==> src/rtl/slot_frame_packer_pkg.sv <==
// Shared types and sizing helpers for the slot frame packer.
// Holds the assembly state encoding and the default frame geometry.
package slot_frame_packer_pkg;

    localparam int unsigned SLOT_W    = 3;
    localparam int unsigned WD_DEF    = 4;
    localparam int unsigned NSLOT_DEF = 5;
    localparam int unsigned DEPTH_DEF = 4;

    typedef enum logic {
        HUNT    = 1'b0,
        COLLECT = 1'b1
    } asm_state_e;

    // Width needed to count 0..depth frames inclusive.
    function automatic int unsigned lvl_w(input int unsigned depth);
        return $clog2(depth + 1);
    endfunction

endpackage

==> src/rtl/slot_frame_packer_if.sv <==
// Word-in / frame-out bus of the slot frame packer.
// The producer/consumer side uses master, the packer uses slave.
interface slot_frame_packer_if
    import slot_frame_packer_pkg::*;
#(
    parameter int unsigned WD    = WD_DEF,
    parameter int unsigned NSLOT = NSLOT_DEF
);

    logic                  in_valid;
    logic [SLOT_W-1:0]     in_slot;
    logic [WD-1:0]         in_data;
    logic                  out_valid;
    logic                  out_ready;
    logic [NSLOT*WD-1:0]   out_frame;
    logic [WD-1:0]         out_chk;

    modport master (
        output in_valid, in_slot, in_data, out_ready,
        input  out_valid, out_frame, out_chk
    );

    modport slave (
        input  in_valid, in_slot, in_data, out_ready,
        output out_valid, out_frame, out_chk
    );

endinterface

==> src/rtl/slot_frame_packer_frame_fifo.sv <==
// First-word-fall-through frame FIFO; a push into a full FIFO succeeds
// only when a pop happens in the same cycle, otherwise it is dropped.
module slot_frame_packer_frame_fifo
    import slot_frame_packer_pkg::*;
#(
    parameter int unsigned EW    = 24,
    parameter int unsigned DEPTH = DEPTH_DEF
) (
    input  logic                     CLK,
    input  logic                     RSTX,
    input  logic                     push_i,
    input  logic [EW-1:0]            push_data_i,
    input  logic                     pop_i,
    output logic [EW-1:0]            head_o,
    output logic                     full_o,
    output logic                     empty_o,
    output logic [lvl_w(DEPTH)-1:0]  level_o
);

    localparam int unsigned PW = $clog2(DEPTH);
    localparam int unsigned LW = lvl_w(DEPTH);

    logic [EW-1:0] mem_q [DEPTH];
    logic [PW-1:0] rd_q;
    logic [PW-1:0] wr_q;
    logic [LW-1:0] level_q;
    logic          do_pop_c;
    logic          do_push_c;

    assign full_o    = (level_q == LW'(DEPTH));
    assign empty_o   = (level_q == '0);
    assign level_o   = level_q;
    assign head_o    = mem_q[rd_q];
    assign do_pop_c  = pop_i && !empty_o;
    assign do_push_c = push_i && (!full_o || do_pop_c);

    // Storage, pointers and occupancy; pointers wrap naturally since DEPTH is 2^PW.
    always_ff @(posedge CLK or negedge RSTX) begin
        if (!RSTX) begin
            for (int i = 0; i < int'(DEPTH); i++) begin
                mem_q[i] <= '0;
            end
            rd_q    <= '0;
            wr_q    <= '0;
            level_q <= '0;
        end else begin
            if (do_push_c) begin
                mem_q[wr_q] <= push_data_i;
                wr_q        <= wr_q + PW'(1);
            end
            if (do_pop_c) begin
                rd_q <= rd_q + PW'(1);
            end
            if (do_push_c && !do_pop_c) begin
                level_q <= level_q + LW'(1);
            end else if (do_pop_c && !do_push_c) begin
                level_q <= level_q - LW'(1);
            end
        end
    end

endmodule

==> src/rtl/slot_frame_packer.sv <==
// Collects one rotation of slot-tagged words into a frame with an XOR
// checksum and queues completed frames for a valid/ready consumer.
module slot_frame_packer
    import slot_frame_packer_pkg::*;
#(
    parameter int unsigned WD    = WD_DEF,
    parameter int unsigned NSLOT = NSLOT_DEF,
    parameter int unsigned DEPTH = DEPTH_DEF
) (
    input  logic                     CLK,
    input  logic                     RSTX,
    slot_frame_packer_if.slave       bus,
    output logic                     seq_err,
    output logic                     ovf,
    output logic [lvl_w(DEPTH)-1:0]  fifo_level
);

    localparam int unsigned FW = NSLOT * WD;
    localparam int unsigned EW = FW + WD;
    localparam int unsigned LW = lvl_w(DEPTH);

    asm_state_e          state_q;
    logic [SLOT_W-1:0]   exp_q;
    logic [FW-1:0]       part_q;
    logic [WD-1:0]       chk_q;
    logic                seq_err_q;
    logic                ovf_q;

    logic                complete_c;
    logic                pop_c;
    logic                ovf_c;
    logic [FW-1:0]       push_frame_c;
    logic [WD-1:0]       push_chk_c;
    logic [EW-1:0]       head;
    logic                fifo_full;
    logic                fifo_empty;
    logic [LW-1:0]       level;

    // Final slot of a rotation arriving in order completes the frame this cycle.
    always_comb begin
        complete_c   = bus.in_valid && (state_q == COLLECT) &&
                       (bus.in_slot == exp_q) && (exp_q == SLOT_W'(NSLOT - 1));
        push_frame_c = part_q;
        push_frame_c[(NSLOT-1)*WD +: WD] = bus.in_data;
        push_chk_c   = chk_q ^ bus.in_data;
    end

    assign pop_c = !fifo_empty && bus.out_ready;
    assign ovf_c = complete_c && fifo_full && !pop_c;

    // Assembly FSM with registered error pulses.
    always_ff @(posedge CLK or negedge RSTX) begin
        if (!RSTX) begin
            state_q   <= HUNT;
            exp_q     <= '0;
            part_q    <= '0;
            chk_q     <= '0;
            seq_err_q <= 1'b0;
            ovf_q     <= 1'b0;
        end else begin
            seq_err_q <= 1'b0;
            ovf_q     <= ovf_c;
            if (bus.in_valid) begin
                case (state_q)
                    HUNT: begin
                        if (bus.in_slot == '0) begin
                            part_q[WD-1:0] <= bus.in_data;
                            chk_q          <= bus.in_data;
                            exp_q          <= SLOT_W'(1);
                            state_q        <= COLLECT;
                        end
                    end
                    COLLECT: begin
                        if (bus.in_slot == exp_q) begin
                            if (exp_q == SLOT_W'(NSLOT - 1)) begin
                                state_q <= HUNT;
                            end else begin
                                part_q[int'(exp_q)*WD +: WD] <= bus.in_data;
                                chk_q                        <= chk_q ^ bus.in_data;
                                exp_q                        <= exp_q + SLOT_W'(1);
                            end
                        end else begin
                            seq_err_q <= 1'b1;
                            if (bus.in_slot == '0) begin
                                part_q[WD-1:0] <= bus.in_data;
                                chk_q          <= bus.in_data;
                                exp_q          <= SLOT_W'(1);
                            end else begin
                                state_q <= HUNT;
                            end
                        end
                    end
                    default: state_q <= HUNT;
                endcase
            end
        end
    end

    slot_frame_packer_frame_fifo #(
        .EW    (EW),
        .DEPTH (DEPTH)
    ) u_fifo (
        .CLK         (CLK),
        .RSTX        (RSTX),
        .push_i      (complete_c),
        .push_data_i ({push_chk_c, push_frame_c}),
        .pop_i       (bus.out_ready),
        .head_o      (head),
        .full_o      (fifo_full),
        .empty_o     (fifo_empty),
        .level_o     (level)
    );

    assign bus.out_valid = !fifo_empty;
    assign bus.out_frame = head[FW-1:0];
    assign bus.out_chk   = head[EW-1:FW];
    assign seq_err       = seq_err_q;
    assign ovf           = ovf_q;
    assign fifo_level    = level;

endmodule

==> src/flat_wrapper.sv <==
// flat-port wrapper written by rule: the top's interface ports become plain ports
module slot_frame_packer_flat import slot_frame_packer_pkg::*;
#(
    parameter int unsigned WD    = WD_DEF,
    parameter int unsigned NSLOT = NSLOT_DEF,
    parameter int unsigned DEPTH = DEPTH_DEF
)
  (CLK, RSTX, seq_err, ovf, fifo_level, bus_in_valid, bus_in_slot, bus_in_data, bus_out_ready, bus_out_valid, bus_out_frame, bus_out_chk);
  slot_frame_packer_if #(.WD(WD), .NSLOT(NSLOT)) bus_i ();
  input  logic CLK;
  input  logic RSTX;
  output logic seq_err;
  output logic ovf;
  output logic [lvl_w(DEPTH)-1:0] fifo_level;
  input wire logic [$bits(bus_i.in_valid)-1:0] bus_in_valid;
  input wire logic [$bits(bus_i.in_slot)-1:0] bus_in_slot;
  input wire logic [$bits(bus_i.in_data)-1:0] bus_in_data;
  input wire logic [$bits(bus_i.out_ready)-1:0] bus_out_ready;
  output wire logic [$bits(bus_i.out_valid)-1:0] bus_out_valid;
  output wire logic [$bits(bus_i.out_frame)-1:0] bus_out_frame;
  output wire logic [$bits(bus_i.out_chk)-1:0] bus_out_chk;
  assign bus_i.in_valid = bus_in_valid;
  assign bus_i.in_slot = bus_in_slot;
  assign bus_i.in_data = bus_in_data;
  assign bus_i.out_ready = bus_out_ready;
  assign bus_out_valid = bus_i.out_valid;
  assign bus_out_frame = bus_i.out_frame;
  assign bus_out_chk = bus_i.out_chk;
  slot_frame_packer #(.WD(WD), .NSLOT(NSLOT), .DEPTH(DEPTH)) u_core (.CLK(CLK), .RSTX(RSTX), .bus(bus_i), .seq_err(seq_err), .ovf(ovf), .fifo_level(fifo_level));
endmodule
==> config.mk <==
export PLATFORM = sky130hd
export DESIGN_NAME = slot_frame_packer_flat
export DESIGN_NICKNAME = d
export VERILOG_FILES = /design/src/rtl/slot_frame_packer_pkg.sv /design/src/rtl/slot_frame_packer_if.sv /design/src/rtl/slot_frame_packer_frame_fifo.sv /design/src/rtl/slot_frame_packer.sv /design/src/flat_wrapper.sv
export SDC_FILE = /design/constraint.sdc
export NUM_CORES = 1
export LEC_CHECK = 0
export ABC_AREA = 1
export BUFFER_PORTS_ARGS = -buffer_cell sky130_fd_sc_hd__buf_2
export CORE_UTILIZATION = 60
export CTS_CLUSTER_DIAMETER = 60
export DETAILED_ROUTE_END_ITERATION = 16
export PLACE_DENSITY = 0.79
export RECOVER_POWER = 100
export SLEW_MARGIN = 20
export SYNTH_ARGS = -nofsm -noshare
export SYNTH_HDL_FRONTEND = slang
export SYNTH_SLANG_ARGS = --single-unit
==> constraint.sdc <==
create_clock -name CLK -period 5.9 [get_ports CLK]
set_input_delay 1.77 -clock CLK [delete_from_list [all_inputs] [get_ports CLK]]
set_output_delay 1.77 -clock CLK [all_outputs]
set_load 0.01 [all_outputs]
Word level (Yosys, flattened, before mapping) --
Index checks and enable logic that the tools add are counted.
Storage, ports and cells: word-level logic and storage cells 82, register bits after elaboration 133, input port bits 11
Operators by class: order comparisons 3, add/subtract/negate cells 6, bitwise gates (word level) 5, reduce and logical (&&, ||, !) cells 20, shifts and indexed selects 2, eq/ne operators 4, muxes and demuxes 28
Operators by type and width (count):
- 96-bit bitwise mux | 1
- 24-bit two-way mux | 3
- 24-bit binary-select mux with 2-bit select | 1
- 24-bit demux with 2-bit select | 1
- 5-bit negator with 34-bit output | 1
- 4-bit by 34-bit variable shift with 20-bit output, first input constant | 1
- 4-bit by 34-bit variable part select with 20-bit output | 1
- 4-bit two-way mux | 6
- 20-bit bitwise mux | 1
- 4-bit case mux with 2 select lines | 2
- 3-bit two-way mux | 5
- 1-bit logical AND | 10
- 3-bit by 1-bit adder with 3-bit output, second input constant | 2
- 3-bit equality test, second input constant | 2
- 3-bit >= comparator, second input constant | 2
- 3-bit logical NOT | 2
- 1-bit two-way mux | 6
- 2-bit NOT with 3-bit output | 2
- 3-bit case mux with 2 select lines | 1
- 2-bit by 1-bit adder with 2-bit output, second input constant | 2
- 1-bit logical NOT | 4
- 4-bit AND reduction | 1
- 4-bit XOR | 1
- 3-bit equality test | 1
- other kinds (8) | 9

Logic depth before layout (Yosys ltp) --
word-level depth 9, mapped depth 14

By module --
A second synthesis with hierarchy kept.
Unflattened totals: cell total of the unflattened synthesis 840, area, all modules 6765.2 um^2
By module, submodules not included:
- slot_frame_packer_frame_fifo | times used 1, cells each 613, area an instance 5084.9 um^2
- slot_frame_packer | times used 1, cells each 227, area an instance 1680.4 um^2

Worst setup path before layout --
OpenSTA, ideal clock, no wires.
kind input port to flip-flop, from input bus_in_slot[2], to register u_core.u_fifo.level_q[2] (netlist: u_core.u_fifo.level_o[2]), setup time 0.131 ns, path slack 2.202 ns, cell stages on the path 12, arrival time 3.567 ns, data required time 5.769 ns, cell sequence xnor2_2 nand3_4 nor3_2 buf_4 nand2_1 inv_1 ha_1 inv_1 fa_1 a21oi_1 o21ai_0 xor2_1
Between the ends: longest elaborated chain between the ends 7, elaborated cells on any way between the ends 9, classes of those cells eq/ne (1); mux (1); reduce/logical (7)
RTL lines:
- start, declared | line flat_wrapper.sv:16 | input wire logic [$bits(bus_i.in_slot)-1:0] bus_in_slot;
- 3-bit equality test * | line slot_frame_packer.sv:42 | (bus.in_slot == exp_q) && (exp_q == SLOT_W'(NSLOT - 1));
- 1-bit logical AND * | line slot_frame_packer.sv:41 | complete_c = bus.in_valid && (state_q == COLLECT) &&
- 1-bit logical AND * | line slot_frame_packer.sv:42
- 1-bit logical AND * | line slot_frame_packer_frame_fifo.sv:35 | assign do_push_c = push_i && (!full_o || do_pop_c);
- net u_core.u_fifo.do_push_c | line slot_frame_packer_frame_fifo.sv:28 | logic do_push_c;
- 1-bit logical NOT | line slot_frame_packer_frame_fifo.sv:56 | end else if (do_pop_c && !do_push_c) begin
- 1-bit logical AND | line slot_frame_packer_frame_fifo.sv:56
- 2-bit nonzero test (no source line)
- end signal, assigned | line slot_frame_packer_frame_fifo.sv:55 | level_q <= level_q + LW'(1);
- end signal, assigned | line slot_frame_packer_frame_fifo.sv:57 | level_q <= level_q - LW'(1);
- end, declared | line slot_frame_packer_frame_fifo.sv:26 | logic [LW-1:0] level_q;
Mark *: on every way through the listed nets, which the timed path passes. The rest lies on a longest branch. A chain may end at the register's enable or synchronous reset.

Worst setup path after layout --
from input bus_in_slot[2], to register u_core.u_fifo.mem_q[22] in the netlist's numbering
Between the ends: longest elaborated chain between the ends 4
RTL lines:
- 3-bit equality test | line slot_frame_packer.sv:42
- 1-bit logical AND | line slot_frame_packer.sv:41
- 1-bit logical AND | line slot_frame_packer.sv:42
- 1-bit logical AND | line slot_frame_packer_frame_fifo.sv:35
- end signal, assigned by index | line slot_frame_packer_frame_fifo.sv:48 | mem_q[wr_q] <= push_data_i;
- end, declared | line slot_frame_packer_frame_fifo.sv:23 | logic [EW-1:0] mem_q [DEPTH];
No other way between the ends.

==> results_dict.tcl <==
set metrics [dict create \
    status "finished with violations" \
    violations "max-capacitance violations, max-slew violations" \
    cts_sinks 129 \
    path_cells "clkbuf_1 -> xnor2_1 -> nand3_1 -> nor3_4 -> clkbuf_2 -> nand3_4 -> nand2_1 -> nand2_1" \
    cp.required_ns 6.31 \
    syn_avg_cell_area_um2 7.90 \
    dieArea_um2 11600 \
    postCtsHoldBufs 0 \
    p_total_w 0.00287 \
    htreeDepth 4 \
    rr_startpoint "u_core.exp_q[0]" \
    synth_xor_area_frac 0.0166 \
    worst-path-buf-inv 2 \
    synth_seq_cells 129 \
    coreArea_um2 10900 \
    crit_path_frequent_cell "nand2_1" \
    clock_path_buffers 2 \
    cp-startpoint "bus_in_slot[2]" \
    grt_use_total 0.326 \
    grt_start_max_net_pins 101 \
    wire_per_inst_um 17.6 \
    slew_viol_final 172 \
    synthesis.nets 872 \
    synth_fa_ha_area_frac 0.0197 \
    cts_resized 0 \
    dpl_cell_area_um2 6850 \
    power.leakage_nw 3.74 \
    min_period_ns 4.91 \
    hp-start "u_core.u_fifo.mem_q[47]" \
    power.density_nw_per_um2 393 \
    cts_tree "yes" \
    crit_path_end_kind "register" \
    ios 41 \
    synth_top_family_by_area "simple AND/OR/NAND/NOR gates" \
    yosysWarnings 0 \
    num-nets-final 875 \
    setup_viol_count_final 0 \
    rows 38 \
    drv_cap 2 \
    rsz0062_at_grt "false" \
    overflow 0 \
    ir_drop_mv 0.397 \
    drive_above_1_share 0.0589 \
    die_h_um 108 \
    postRouteAntennaNets 0 \
    place.gp.congestion 0.884 \
    grt_pass1_vias 5873 \
    yosysUniqueCellTypes 28 \
    hold_viol_final 0 \
    tightest_slew_ns 3.69 \
    via_per_inst 6.15 \
    relSlewSlack -1.46 \
    initial_core_util 0.618 \
    ys_seq_area_frac 0.480 \
    syn_inst 851 \
    arrival_ns 5.33 \
    die_w_um 108 \
    final_area_um2 7290 \
    first_pass_iters 8 \
    dp_hpwl_um 10700 \
    crit_type "input port to register" \
    cp_slowest_cell "clkbuf_2" \
    drtIter0Drc 565 \
    cts_root_buf "clkbuf_8" \
    antenna_found_initial 0 \
    clock_latency_ns 0.53 \
    area_delta_synth_final_pct 8.35 \
    cts_inserted_buffers 17 \
    finClkSkew_ns 0.00989 \
    post-route-period-util 0.833 \
    synthMuxAreaShare 0.00167 \
    max_stage_delay_ns 1.43 \
    clkSlewWorstSetupHoldPaths_ns 0.06 \
    vias 6186 \
    drt_wl_total_um 17700 \
    layout_common_cells "314 x nand2_1, 129 x dfrtp_1, 101 x nand4_1" \
    yosys.area_share.simple 0.343 \
    port-buffer-count 40 \
    final_common_cell "nand2_1" \
    fmax_mhz 203 \
    diodes 0 \
    post-cts-setup-buffers 0 \
    tns_ns 0 \
    worstPathMaxFanout 100 \
    crit_path_start_kind "input port" \
    grt_pass1_wl_um 28900 \
    crit_family "simple AND/OR/NAND/NOR gates" \
    syn_area_um2 6730 \
    drc 0 \
    synth_compound_area_frac 0.0729 \
    hp-class "register to register" \
]
## sequential cells by signal, indices dropped and copies added, names as in the netlist
| register | cells |
|---|---|
| u_core.u_fifo.mem_q | 96 |
| u_core.part_q | 16 |
| u_core.chk_q | 4 |
| u_core.exp_q | 3 |
| u_core.u_fifo.level_o | 3 |
| u_core.u_fifo.rd_q | 2 |
| u_core.u_fifo.wr_q | 2 |
| u_core.ovf | 1 |
| u_core.seq_err | 1 |
| u_core.state_q | 1 |
## path summary, 6_finish.rpt
| path | to | slack (ns) | cells past startpoint |
|---|---|---|---|
| min in group asynchronous | u_core.u_fifo.level_o[0] | 2.49 | 1 |
| setup / recovery | u_core.u_fifo.mem_q[22] | 0.99 | 8 |
| setup reg to reg | u_core.u_fifo.mem_q[22] | 1.69 | 9 |
| hold / removal | u_core.u_fifo.mem_q[47] | 0.47 | 2 |
| hold reg to reg | u_core.u_fifo.mem_q[47] | 0.47 | 2 |
| max in group asynchronous | u_core.u_fifo.mem_q[9] | 1.32 | 1 |
## worst min-delay path, stage by stage, from the launching register on
cell	delay [ns]
dfrtp_1	0.34
nand2_1	0.05
nand2_1	0.04
## report_power, final
group | switching, W | total [W] | internal (W)
logic | 0.000631 | 0.000902 | 0.000271
clock network | 0.000366 | 0.000941 | 0.000575
registers | 0.0000953 | 0.00102 | 0.000929
## routing by layer
metal / part of all wire / routed length [um] / GRT usage / up-vias
met1: 0.41 / 7200 / 0.429 / 2989
met5: 0 / 0 / 0 / -
li1: - / - / - / 2858
met4: 0.017 / 308 / 0.118 / 0
met2: 0.50 / 8760 / 0.527 / 305
met3: 0.081 / 1430 / 0.0745 / 34
## synth_stat cells
cell type  instances  area share
nand2_1          314        0.18
dfrtp_1          129        0.48
nand4_1          101       0.094
nor2_1            70       0.039
o21ai_0           66       0.049
clkbuf_1          34       0.019
o22ai_1           24       0.022
inv_1             23       0.013
buf_2             20       0.015
nand3_1           15       0.011
buf_6              9       0.015
ha_1               9       0.017
xor2_1             8       0.010
nor3_1             7      0.0052
nand3_4            5       0.013
a21oi_1            2      0.0015
buf_4              2      0.0022
nor3_2             2      0.0030
xnor2_2            2      0.0048
and3_1             1     0.00093
buf_1              1     0.00056
clkinv_1           1     0.00056
fa_1               1      0.0030
inv_2              1     0.00056
mux2_2             1      0.0017
nor4_1             1     0.00093
or2_2              1     0.00093
xnor2_1            1      0.0013
## per-stage QoR
| stage | hold WS, ns | cells | util | setup WS [ns] |
|---|---|---|---|---|
| 2_1_floorplan | 0.437 | 851 | - | 2.20 |
| 3_3_place_gp | 0.449 | 975 | 0.629 | 1.77 |
| 3_5_place_dp | 0.453 | 975 | 0.629 | 1.64 |
| 4_1_cts | 0.467 | 1006 | 0.677 | 1.45 |
| 5_1_grt | 0.472 | 1006 | 0.669 | 0.652 |
| 6_report | 0.466 | 1006 | 0.669 | 0.986 |
## area by class of cell
cell class	instances	area (um^2)
multi-input cells	631	3040
inverters	25	93.8
flip-flops and latches	129	3230
clock buffers	25	464
repair buffers	50	231
clock inverters	6	57.6
fillers	924	3600
well taps	140	175
## cell families after synthesis
kind of cell    Yosys count
fa+ha+maj                10
flops                   129
mux                       1
simple gates            517
buf+inv                  91
xor+xnor                 11
compound gates           92
Power figures use the tool's default switching activity.
